File: config.mk
export PLATFORM = sky130hd
export DESIGN_NAME = muldiv_hilo
export DESIGN_NICKNAME = d
export VERILOG_FILES = /design/src/rtl/muldiv_hilo_pkg.sv /design/src/rtl/muldiv_iter.sv /design/src/rtl/muldiv_hilo.sv
export SDC_FILE = /design/constraint.sdc
export NUM_CORES = 1
export LEC_CHECK = 0
export BUFFER_PORTS_ARGS = -buffer_cell sky130_fd_sc_hd__buf_4
export CAP_MARGIN = 30
export CORE_ASPECT_RATIO = 0.75
export CORE_MARGIN = 5
export CORE_UTILIZATION = 50
export DETAILED_ROUTE_END_ITERATION = 10
export HOLD_SLACK_MARGIN = 0.03
export MAX_ROUTING_LAYER = met4
export PLACE_DENSITY = 0.75
export REMOVE_ABC_BUFFERS = 1
export SYNTH_ARGS = -nofsm -noshare
export SYNTH_HDL_FRONTEND = slang
export SYNTH_SLANG_ARGS = --single-unit
File: constraint.sdc
create_clock -name clk -period 4.22 [get_ports clk]
set_input_delay 0.844 -clock clk [delete_from_list [all_inputs] [get_ports clk]]
set_output_delay 0.844 -clock clk [all_outputs]
set_load 0.005 [all_outputs]
File: src/rtl/muldiv_hilo_pkg.sv
//------------------------------------------------------------------------------
// muldiv_hilo_pkg : shared encodings and defaults for the HI/LO mul/div unit
// Revision: 1.0
//------------------------------------------------------------------------------
`default_nettype none

package muldiv_hilo_pkg;

    localparam int          MD_WIDTH   = 32;
    localparam logic [31:0] MD_DIV0_LO = 32'hFFFF_FFFF;

    typedef enum logic [1:0] {
        MD_MULTU = 2'b00,
        MD_DIVU  = 2'b01,
        MD_MTHI  = 2'b10,
        MD_MTLO  = 2'b11
    } md_op_e;

    typedef enum logic [1:0] {
        ST_IDLE = 2'd0,
        ST_MUL  = 2'd1,
        ST_DIV  = 2'd2,
        ST_DONE = 2'd3
    } md_state_e;

endpackage

`default_nettype wire

File: src/rtl/muldiv_iter.sv
//------------------------------------------------------------------------------
// muldiv_iter : one-bit-per-cycle shift-add multiply / restoring divide datapath
// Revision: 1.0
//------------------------------------------------------------------------------
`default_nettype none

module muldiv_iter
    import muldiv_hilo_pkg::*;
#(
    parameter int WIDTH = MD_WIDTH
) (
    input  logic                 clk,
    input  logic                 rst,
    input  logic                 load_i,
    input  logic                 step_i,
    input  logic                 is_div_i,
    input  logic [WIDTH-1:0]     a_i,
    input  logic [WIDTH-1:0]     b_i,
    output logic                 last_o,
    output logic [2*WIDTH-1:0]   acc_next_o
);

    localparam int CW = $clog2(WIDTH + 1);

    logic [2*WIDTH-1:0] acc_q, acc_d;
    logic [WIDTH-1:0]   opnd_q, opnd_d;
    logic [CW-1:0]      cnt_q, cnt_d;
    logic [2*WIDTH-1:0] mul_step, div_step;
    logic [WIDTH:0]     mul_sum, div_trial, div_diff;

    // The accumulator holds {upper, lower}: for multiply the lower half is the
    // remaining multiplier bits; for divide it is {remainder, dividend/quotient}.
    always_comb begin
        mul_sum   = {1'b0, acc_q[2*WIDTH-1:WIDTH]} + (acc_q[0] ? {1'b0, opnd_q} : '0);
        mul_step  = {mul_sum, acc_q[WIDTH-1:1]};
        div_trial = acc_q[2*WIDTH-1:WIDTH-1];
        div_diff  = div_trial - {1'b0, opnd_q};
        div_step  = div_diff[WIDTH] ? {div_trial[WIDTH-1:0], acc_q[WIDTH-2:0], 1'b0}
                                    : {div_diff[WIDTH-1:0],  acc_q[WIDTH-2:0], 1'b1};
    end

    assign acc_next_o = is_div_i ? div_step : mul_step;
    assign last_o     = (cnt_q == CW'(1));

    always_comb begin
        acc_d  = acc_q;
        opnd_d = opnd_q;
        cnt_d  = cnt_q;
        if (load_i) begin
            acc_d  = {{WIDTH{1'b0}}, a_i};
            opnd_d = b_i;
            cnt_d  = CW'(WIDTH);
        end else if (step_i) begin
            acc_d  = acc_next_o;
            cnt_d  = cnt_q - CW'(1);
        end
    end

    always_ff @(posedge clk) begin
        if (rst) begin
            acc_q  <= '0;
            opnd_q <= '0;
            cnt_q  <= '0;
        end else begin
            acc_q  <= acc_d;
            opnd_q <= opnd_d;
            cnt_q  <= cnt_d;
        end
    end

endmodule

`default_nettype wire

File: src/rtl/muldiv_hilo.sv
//------------------------------------------------------------------------------
// muldiv_hilo : iterative multiply/divide unit with HI/LO registers (FSM + HI/LO)
// Optional signed operation enabled by defining MULDIV_SIGNED_EN.
// Revision: 1.0
//------------------------------------------------------------------------------
`default_nettype none

module muldiv_hilo
    import muldiv_hilo_pkg::*;
#(
    parameter int               WIDTH   = MD_WIDTH,
    parameter logic [WIDTH-1:0] DIV0_LO = WIDTH'(MD_DIV0_LO)
) (
    input  logic             clk,
    input  logic             rst,
    input  logic             md_start,
    input  logic [1:0]       md_op,
    input  logic [WIDTH-1:0] md_a,
    input  logic [WIDTH-1:0] md_b,
    input  logic             md_flush,
`ifdef MULDIV_SIGNED_EN
    input  logic             md_signed,
`endif
    output logic             md_busy,
    output logic             md_done,
    output logic [WIDTH-1:0] hi_out,
    output logic [WIDTH-1:0] lo_out
);

    md_state_e          state_q, state_d;
    logic [WIDTH-1:0]   hi_q, hi_d, lo_q, lo_d;
    logic               div0_q, div0_d, neg_p_q, neg_p_d, neg_r_q, neg_r_d;
    logic               sgn_req, accept, load, iter_last;
    logic [WIDTH-1:0]   a_mag, b_mag, quot_fix, rem_fix;
    logic [2*WIDTH-1:0] iter_next, prod_fix;

`ifdef MULDIV_SIGNED_EN
    assign sgn_req = md_signed;
`else
    assign sgn_req = 1'b0;
`endif

    assign accept = md_start && !md_flush;
    assign a_mag  = (sgn_req && md_a[WIDTH-1]) ? -md_a : md_a;
    assign b_mag  = (sgn_req && md_b[WIDTH-1]) ? -md_b : md_b;

    muldiv_iter #(
        .WIDTH      (WIDTH)
    ) u_iter (
        .clk        (clk),
        .rst        (rst),
        .load_i     (load),
        .step_i     (md_busy),
        .is_div_i   (state_q == ST_DIV),
        .a_i        (a_mag),
        .b_i        (b_mag),
        .last_o     (iter_last),
        .acc_next_o (iter_next)
    );

    // Sign correction is applied to the final step's value so DONE needs no extra cycle.
    assign prod_fix = neg_p_q ? -iter_next : iter_next;
    assign quot_fix = neg_p_q ? -iter_next[WIDTH-1:0] : iter_next[WIDTH-1:0];
    assign rem_fix  = neg_r_q ? -iter_next[2*WIDTH-1:WIDTH] : iter_next[2*WIDTH-1:WIDTH];

    always_comb begin
        state_d = state_q;
        hi_d    = hi_q;
        lo_d    = lo_q;
        div0_d  = div0_q;
        neg_p_d = neg_p_q;
        neg_r_d = neg_r_q;
        load    = 1'b0;
        case (state_q)
            ST_IDLE, ST_DONE: begin
                state_d = ST_IDLE;
                if (accept) begin
                    case (md_op)
                        MD_MTHI: hi_d = md_a;
                        MD_MTLO: lo_d = md_a;
                        default: begin
                            load    = 1'b1;
                            state_d = (md_op == MD_DIVU) ? ST_DIV : ST_MUL;
                            div0_d  = (md_b == '0);
                            neg_p_d = sgn_req && (md_a[WIDTH-1] ^ md_b[WIDTH-1]);
                            neg_r_d = sgn_req && md_a[WIDTH-1];
                        end
                    endcase
                end
            end
            ST_MUL, ST_DIV: begin
                if (md_flush) begin
                    state_d = ST_IDLE;
                end else if (iter_last) begin
                    state_d = ST_DONE;
                    if (state_q == ST_DIV) begin
                        hi_d = rem_fix;
                        lo_d = div0_q ? DIV0_LO : quot_fix;
                    end else begin
                        {hi_d, lo_d} = prod_fix;
                    end
                end
            end
            default: state_d = ST_IDLE;
        endcase
    end

    always_ff @(posedge clk) begin
        if (rst) begin
            state_q <= ST_IDLE;
            hi_q    <= '0;
            lo_q    <= '0;
            div0_q  <= 1'b0;
            neg_p_q <= 1'b0;
            neg_r_q <= 1'b0;
        end else begin
            state_q <= state_d;
            hi_q    <= hi_d;
            lo_q    <= lo_d;
            div0_q  <= div0_d;
            neg_p_q <= neg_p_d;
            neg_r_q <= neg_r_d;
        end
    end

    assign md_busy = (state_q == ST_MUL) || (state_q == ST_DIV);
    assign md_done = (state_q == ST_DONE);
    assign hi_out  = hi_q;
    assign lo_out  = lo_q;

endmodule

`default_nettype wire

==> impl_metrics.py, run 1 <==
metrics = {
    "status": {
        "status": "finished, final reports clean",
    },
    "final_layout": {
        "final_cells": 1861,
        "area_delta_synth_final_pct": 16.5,
        "final_core_util_pct": 59.2,
        "fin_area_mm2": 0.0131,
        "layout_common_cells": "a21oi_1, dfxtp_1, nand2_1",
        "fillers": 2046,
        "nets": 1694,
        "drive_above_1_share_pct": 14.4,
        "layout_commonest_cell": "a21oi_1",
        "antenna_cells": 0,
    },
    "cts": {
        "postCtsSetupRepairBufs": 0,
        "cts_tree": "built",
        "root_buffer": "clkbuf_16",
        "path_clk_slew_ns": 0.07,
        "ctsHoldBuffers": 0,
        "clk_latency_ns": 0.45,
        "ctsHtreeMaxLevel": 4,
        "clk_path_buf_depth": 2,
        "cts_sinks": 169,
        "cts_buffers": 17,
        "ctsResizeCount": 0,
    },
    "critical_path": {
        "cp_max_fo": 21,
        "cp_slowest_cell": "dfxtp_1",
        "critPathLaunchType": "flop",
        "worstPathArrival_ns": 4.08,
        "cp_common_cell": "a21oi_1",
        "worstReg2RegEnd": "hi_out[28]",
        "r2r_slack_ns": 0.47,
        "critPathKind": "reg2reg",
        "cp.required_ns": 4.55,
        "reg2regPathDepth": 12,
        "path_cells": "and2_1 > ha_1 > a21o_1 > nand4_1 > a311oi_1 > o21a_1 > o21ai_0 > a211oi_1 > a21oi_1 > mux2i_1 > a21oi_1 > o41ai_1",
        "end_kind": "flop",
        "crit_path_max_incr_delay_ns": 0.74,
        "r2r_start": "u_iter.acc_q[0]",
    },
    "grt": {
        "antenna_found_initial": 0,
        "grt_pass1_vias": 10300,
        "overflow": 0,
        "grt_use_met3_pct": 7.98,
        "grt_usage_pct": 29.3,
        "grt-busiest-layer": "met1",
        "met1_usage_pct": 45.8,
        "use_met2_pct": 37.4,
        "grt_max_degree": 96,
        "grt_pass1_wl_mm": 58.2,
    },
    "floorplan": {
        "dieArea_mm2": 0.0255,
        "initial_utilization_pct": 50.8,
        "chipHeight_um": 140,
        "pin_count": 136,
        "rows": 47,
        "die_w_um": 183,
        "coreArea_mm2": 0.0221,
    },
    "worst_hold_path": {
        "min-delay-start": "u_iter.opnd_q[3]",
        "holdPathStages": 2,
        "hold_end": "u_iter.opnd_q[3]",
        "min_path_type": "reg2reg",
    },
    "power_and_ir_drop": {
        "p_leak_nw": 5.44,
        "power_mw": 5.07,
        "powerDensity_mw_per_mm2": 388,
        "max-vdd-ir-drop_mv": 0.307,
    },
    "timing": {
        "slew_viol_final": 0,
        "fin_skew_ns": 0.0139,
        "worst_pin_slew_ns": 0.969,
        "finalSetupTns_ns": 0,
        "timing.final.crit_share_pct": 88.9,
        "setup_viol": 0,
        "fin_hold_ws_ns": 0.474,
        "hold_violations": 0,
        "fin_crit_ns": 3.75,
        "fmax_mhz": 267,
        "relSlewSlack_pct": 35.4,
        "rsz0062_at_grt": "no",
        "worst_slack_ns": 0.470,
    },
    "placement": {
        "dp_slack_ns": 0.572,
        "port_buffers": 135,
        "hpwl_mm": 27.1,
        "place_inst": 1829,
        "globalplace.congestion": 0.998,
        "dpl_cell_area_mm2": 0.0125,
    },
    "routing": {
        "drc_errors": 0,
        "drt_iter0_drc": 1358,
        "ant_nets": 0,
        "wl_mm": 37.3,
        "num_vias": 11300,
        "drt-pass1-iter-count": 5,
        "avgRoutedWirePerCell_um": 20.1,
        "viasPerCell": 6.10,
    },
    "logic_synthesis": {
        "ys_seq_elements": 169,
        "synth_top_flop_cell": "dfxtp_1",
        "syn-instance-count": 1466,
        "synth_area_per_cell_um2": 7.64,
        "async_flop_share_pct": 0,
        "syn_area_mm2": 0.0112,
        "yosys_warnings": 0,
        "yosysSeqAreaShare_pct": 30.2,
        "synth_edf_count": 0,
        "ys_types": 77,
    },
    "job": {
        "maxCapViolations": 0,
    },
}
==> cell type report <==
cell class	instances	area [um2]	share of cell area, %
Clock buffer	20	467	3.57
Clock inverter	12	130	0.997
Inverter	51	191	1.47
Multi-Input combinational cell	1156	7290	55.8
Sequential cell	169	3380	25.9
Tap cell	294	368	2.82
Timing Repair Buffer	159	1230	9.39
==> registers in the layout, indices dropped and copies added (netlist names) <==
register and cells:
u_iter.acc_q 64, hi_out 32, lo_out 32, u_iter.opnd_q 32, u_iter.cnt_q 6, state_q 2, div0_q 1
==> cells in the mapped netlist (all sizes together), types with 5 or more instances <==
cell / count / area, um2
and3: 13 / 81.3
nand3: 40 / 200
buf: 13 / 77.6
o211ai: 11 / 87.6
o21a: 6 / 45.0
ha: 68 / 851
nor4: 10 / 62.6
nor3: 17 / 85.1
dfxtp: 169 / 3380
xnor2: 30 / 263
a31oi: 15 / 93.8
o21ai: 118 / 594
and2: 40 / 250
o21bai: 6 / 45.0
inv: 50 / 188
or3: 5 / 31.3
a211oi: 16 / 138
a2111oi: 6 / 71.3
nor2: 157 / 589
nand2b: 10 / 62.6
a21oi: 172 / 865
nand4: 12 / 75.1
a311oi: 10 / 93.8
o41ai: 13 / 159
clkbuf: 77 / 289
a211o: 6 / 52.6
a21o: 36 / 270
mux2i: 45 / 450
nor2b: 15 / 93.8
xor2: 28 / 245
nand2: 163 / 612
a221oi: 31 / 272
==> worst max path at each step <==
stage / from / endpoint / slack [ns] / cells after the start
2_1_floorplan: state_q[0] / u_iter.acc_q[0] / -5.04 / 7
3_3_place_gp: u_iter.acc_q[0] / hi_out[30] / 0.65 / 12
3_5_place_dp: u_iter.acc_q[0] / hi_out[28] / 0.57 / 12
4_1_cts: u_iter.acc_q[0] / hi_out[28] / 0.54 / 12
5_1_grt: u_iter.acc_q[0] / hi_out[26] / 0.22 / 12
6_report: u_iter.acc_q[0] / hi_out[28] / 0.47 / 12
==> where the power goes <==
part	leakage [nW]	switching, mW	internal [mW]	total [mW]
registers	1.37	0.0895	1.69	1.78
clock network	0.286	0.755	0.880	1.64
logic	3.78	1.01	0.652	1.66
==> worst max-delay path, delay by kind of cell, from the launching register on <==
family | cells | cell delay [ns]
DFF | 1 | 0.74
AOI/OAI and AO/OA | 8 | 2.17
muxes | 1 | 0.17
adders and majority gates | 1 | 0.19
and+or+nand+nor | 2 | 0.38
==> kinds of logic (layout without fill, tap and decap cells) <==
kind of cell / after synthesis / count (layout) / synth area share [%]
mux: 49 / 49 / 4.42
compound gates: 482 / 482 / 27.7
xor+xnor: 58 / 58 / 4.53
flops: 169 / 169 / 30.2
fa+ha+maj: 70 / 70 / 7.95
buf+inv: 141 / 242 / 4.98
simple gates: 497 / 497 / 20.2
==> per-layer routing <==
metal	routed length (um)	share of wire (%)
met1	18800	50
met4	343	0.92
met2	14200	38
met5	0	0
met3	4030	11
Power figures use the tool's default switching activity.
==> inputs of run 2 (changes only) <==
--- a/config.mk
+++ b/config.mk
@@ -9,11 +9,11 @@
 export CAP_MARGIN = 30
 export CORE_ASPECT_RATIO = 0.75
 export CORE_MARGIN = 5
-export CORE_UTILIZATION = 50
+export CORE_UTILIZATION = 60
 export DETAILED_ROUTE_END_ITERATION = 10
 export HOLD_SLACK_MARGIN = 0.03
 export MAX_ROUTING_LAYER = met4
-export PLACE_DENSITY = 0.75
+export PLACE_DENSITY = 0.87
 export REMOVE_ABC_BUFFERS = 1
 export SYNTH_ARGS = -nofsm -noshare
 export SYNTH_HDL_FRONTEND = slang
==> run 2 against run 1 <==
  * Hold slack worse by 0.0098 ns
  * Register-to-register slack worse by 0.05 ns
  * Clock skew about the same
  * Total power down 0.30%
  * Clock power about the same
  * First-iteration DRC count up 5.2%
  * Routed wire length up 1.5%
  * Sequential share of layout area up 0.077 points
  * Maximum frequency down 1.3%
  * Via count up 3.5%
  * Die area down 16%
  * Flip-flop and latch count unchanged
==> impl_metrics.py, run 2 (synthesis results as in run 1) <==
metrics = {
    "status": {
        "status": "finished, final reports clean",
    },
    "critical_path": {
        "end_kind": "flop",
        "reg2regPathDepth": 12,
        "cp_max_fo": 23,
        "critPathLaunchType": "flop",
        "r2r_start": "u_iter.acc_q[0]",
        "critPathKind": "reg2reg",
        "cp.required_ns": 4.55,
        "cp-endpoint": "hi_out[30]",
        "worstPathArrival_ns": 4.14,
        "worstReg2RegEnd": "hi_out[30]",
        "r2r_slack_ns": 0.42,
        "worstSetupStartpoint": "u_iter.acc_q[0]",
    },
    "final_layout": {
        "layout_commonest_cell": "a21oi_1",
        "nets": 1700,
        "largest_register_ffs": 64,
        "drive_above_1_share_pct": 14.6,
        "largest-register": "u_iter.acc_q",
        "antenna_cells": 0,
        "layout_common_cells": "a21oi_1, dfxtp_1, buf_4",
        "area_delta_synth_final_pct": 16.2,
        "fin_area_mm2": 0.0130,
    },
    "floorplan": {
        "dieArea_mm2": 0.0215,
        "initial_utilization_pct": 60.9,
        "rows": 43,
        "coreArea_mm2": 0.0184,
        "die_w_um": 168,
        "pin_count": 136,
        "chipHeight_um": 128,
    },
    "routing": {
        "num_vias": 11700,
        "drt-pass1-iter-count": 5,
        "viasPerCell": 6.45,
        "avgRoutedWirePerCell_um": 20.8,
        "drt_iter0_drc": 1428,
        "ant_nets": 0,
        "wl_mm": 37.9,
        "drc_errors": 0,
    },
    "cts": {
        "cts_tree": "built",
        "root_buffer": "clkbuf_16",
        "ctsHtreeMaxLevel": 4,
        "cts_sinks": 169,
        "clk_latency_ns": 0.44,
        "clk_path_buf_depth": 2,
        "path_clk_slew_ns": 0.07,
        "ctsResizeCount": 0,
        "postCtsSetupRepairBufs": 0,
        "ctsHoldBuffers": 0,
        "cts_buffers": 17,
    },
    "timing": {
        "setup_viol": 0,
        "fmax_mhz": 263,
        "fin_crit_ns": 3.80,
        "worst_pin_slew_ns": 1.10,
        "rsz0062_at_grt": "no",
        "relSlewSlack_pct": 26.5,
        "fin_skew_ns": 0.0137,
        "hold_violations": 0,
        "timing.final.crit_share_pct": 90.1,
        "slew_viol_final": 0,
        "finalSetupTns_ns": 0,
    },
    "grt": {
        "grt_usage_pct": 35.5,
        "grt_pass1_vias": 10800,
        "grt_max_degree": 56,
        "grt_pass1_wl_mm": 59.6,
        "overflow": 0,
        "antenna_found_initial": 0,
    },
    "power_and_ir_drop": {
        "max-vdd-ir-drop_mv": 0.255,
        "p_leak_nw": 5.46,
        "powerDensity_mw_per_mm2": 388,
    },
    "job": {
        "maxCapViolations": 0,
    },
    "placement": {
        "hpwl_mm": 28.1,
        "dpl_cell_area_mm2": 0.0124,
        "globalplace.congestion": 1.03,
        "port_buffers": 135,
    },
    "worst_hold_path": {
        "min_path_type": "reg2reg",
        "min-delay-start": "hi_out[2]",
    },
}
[run 2: changes by cell type in the layout (fill, tap and decap cells not counted), sizes merged]
cell      delta
buf          +6
bufinv       -1
clkbuf       -2
clkinv       +5
clkinvlp     -3
inv          +1
[run 2: layout make-up]
class                      instances  area (um2)
multi-input combinational       1156        7290
fill                            1483        5380
sequential                       169        3380
timing repair buffer             165        1240
clock buffer                      18         429
tap                              247         309
inverter                          51         191
clock inverter                    14         175
[run 2: how the worst min path moves through the flow]
stage	end	slack, ns	cells past startpoint
after floorplan	div0_q	0.42	2
after global placement	hi_out[2]	0.44	2
after detailed placement	hi_out[2]	0.46	2
after CTS	hi_out[2]	0.47	2
after global routing	hi_out[24]	0.49	2
final	hi_out[2]	0.46	2
[run 2: routing by layer]
metal  share of wire [%]  track usage [%]
met1                  46             53.5
met2                  39             48.0
met3                  13             8.66
met4                 1.1             6.44
met5                   0                -
[run 2: stage by stage]
stage	setup WS, ns	hold slack, ns	cells	total power [mW]	utilization [%]
3_5_place_dp	0.557	0.455	1788	3.40	67.5
2_1_floorplan	-5.04	0.416	1376	2.84	-
4_1_cts	0.503	0.466	1820	5.00	70.7
3_3_place_gp	0.725	0.443	1788	3.39	67.5
5_1_grt	0.203	0.488	1820	5.25	70.7
6_report	0.419	0.464	1820	5.06	70.7
[run 2: worst max-delay path, stage by stage (launching register included)]
cell      delay [ns]
dfxtp_1         0.78
and2_1          0.24
ha_1            0.20
a21o_1          0.16
nand4_1         0.14
a311oi_1        0.50
o21a_1          0.27
o21ai_0         0.22
a21bo_2         0.29
o211ai_1        0.20
xnor2_1         0.09
a22o_1          0.28
o41ai_2         0.32
[run 2: power breakdown]
part	internal, mW	switching [mW]
Clock	0.805	0.804
Sequential	1.69	0.0911
Combinational	0.645	1.03
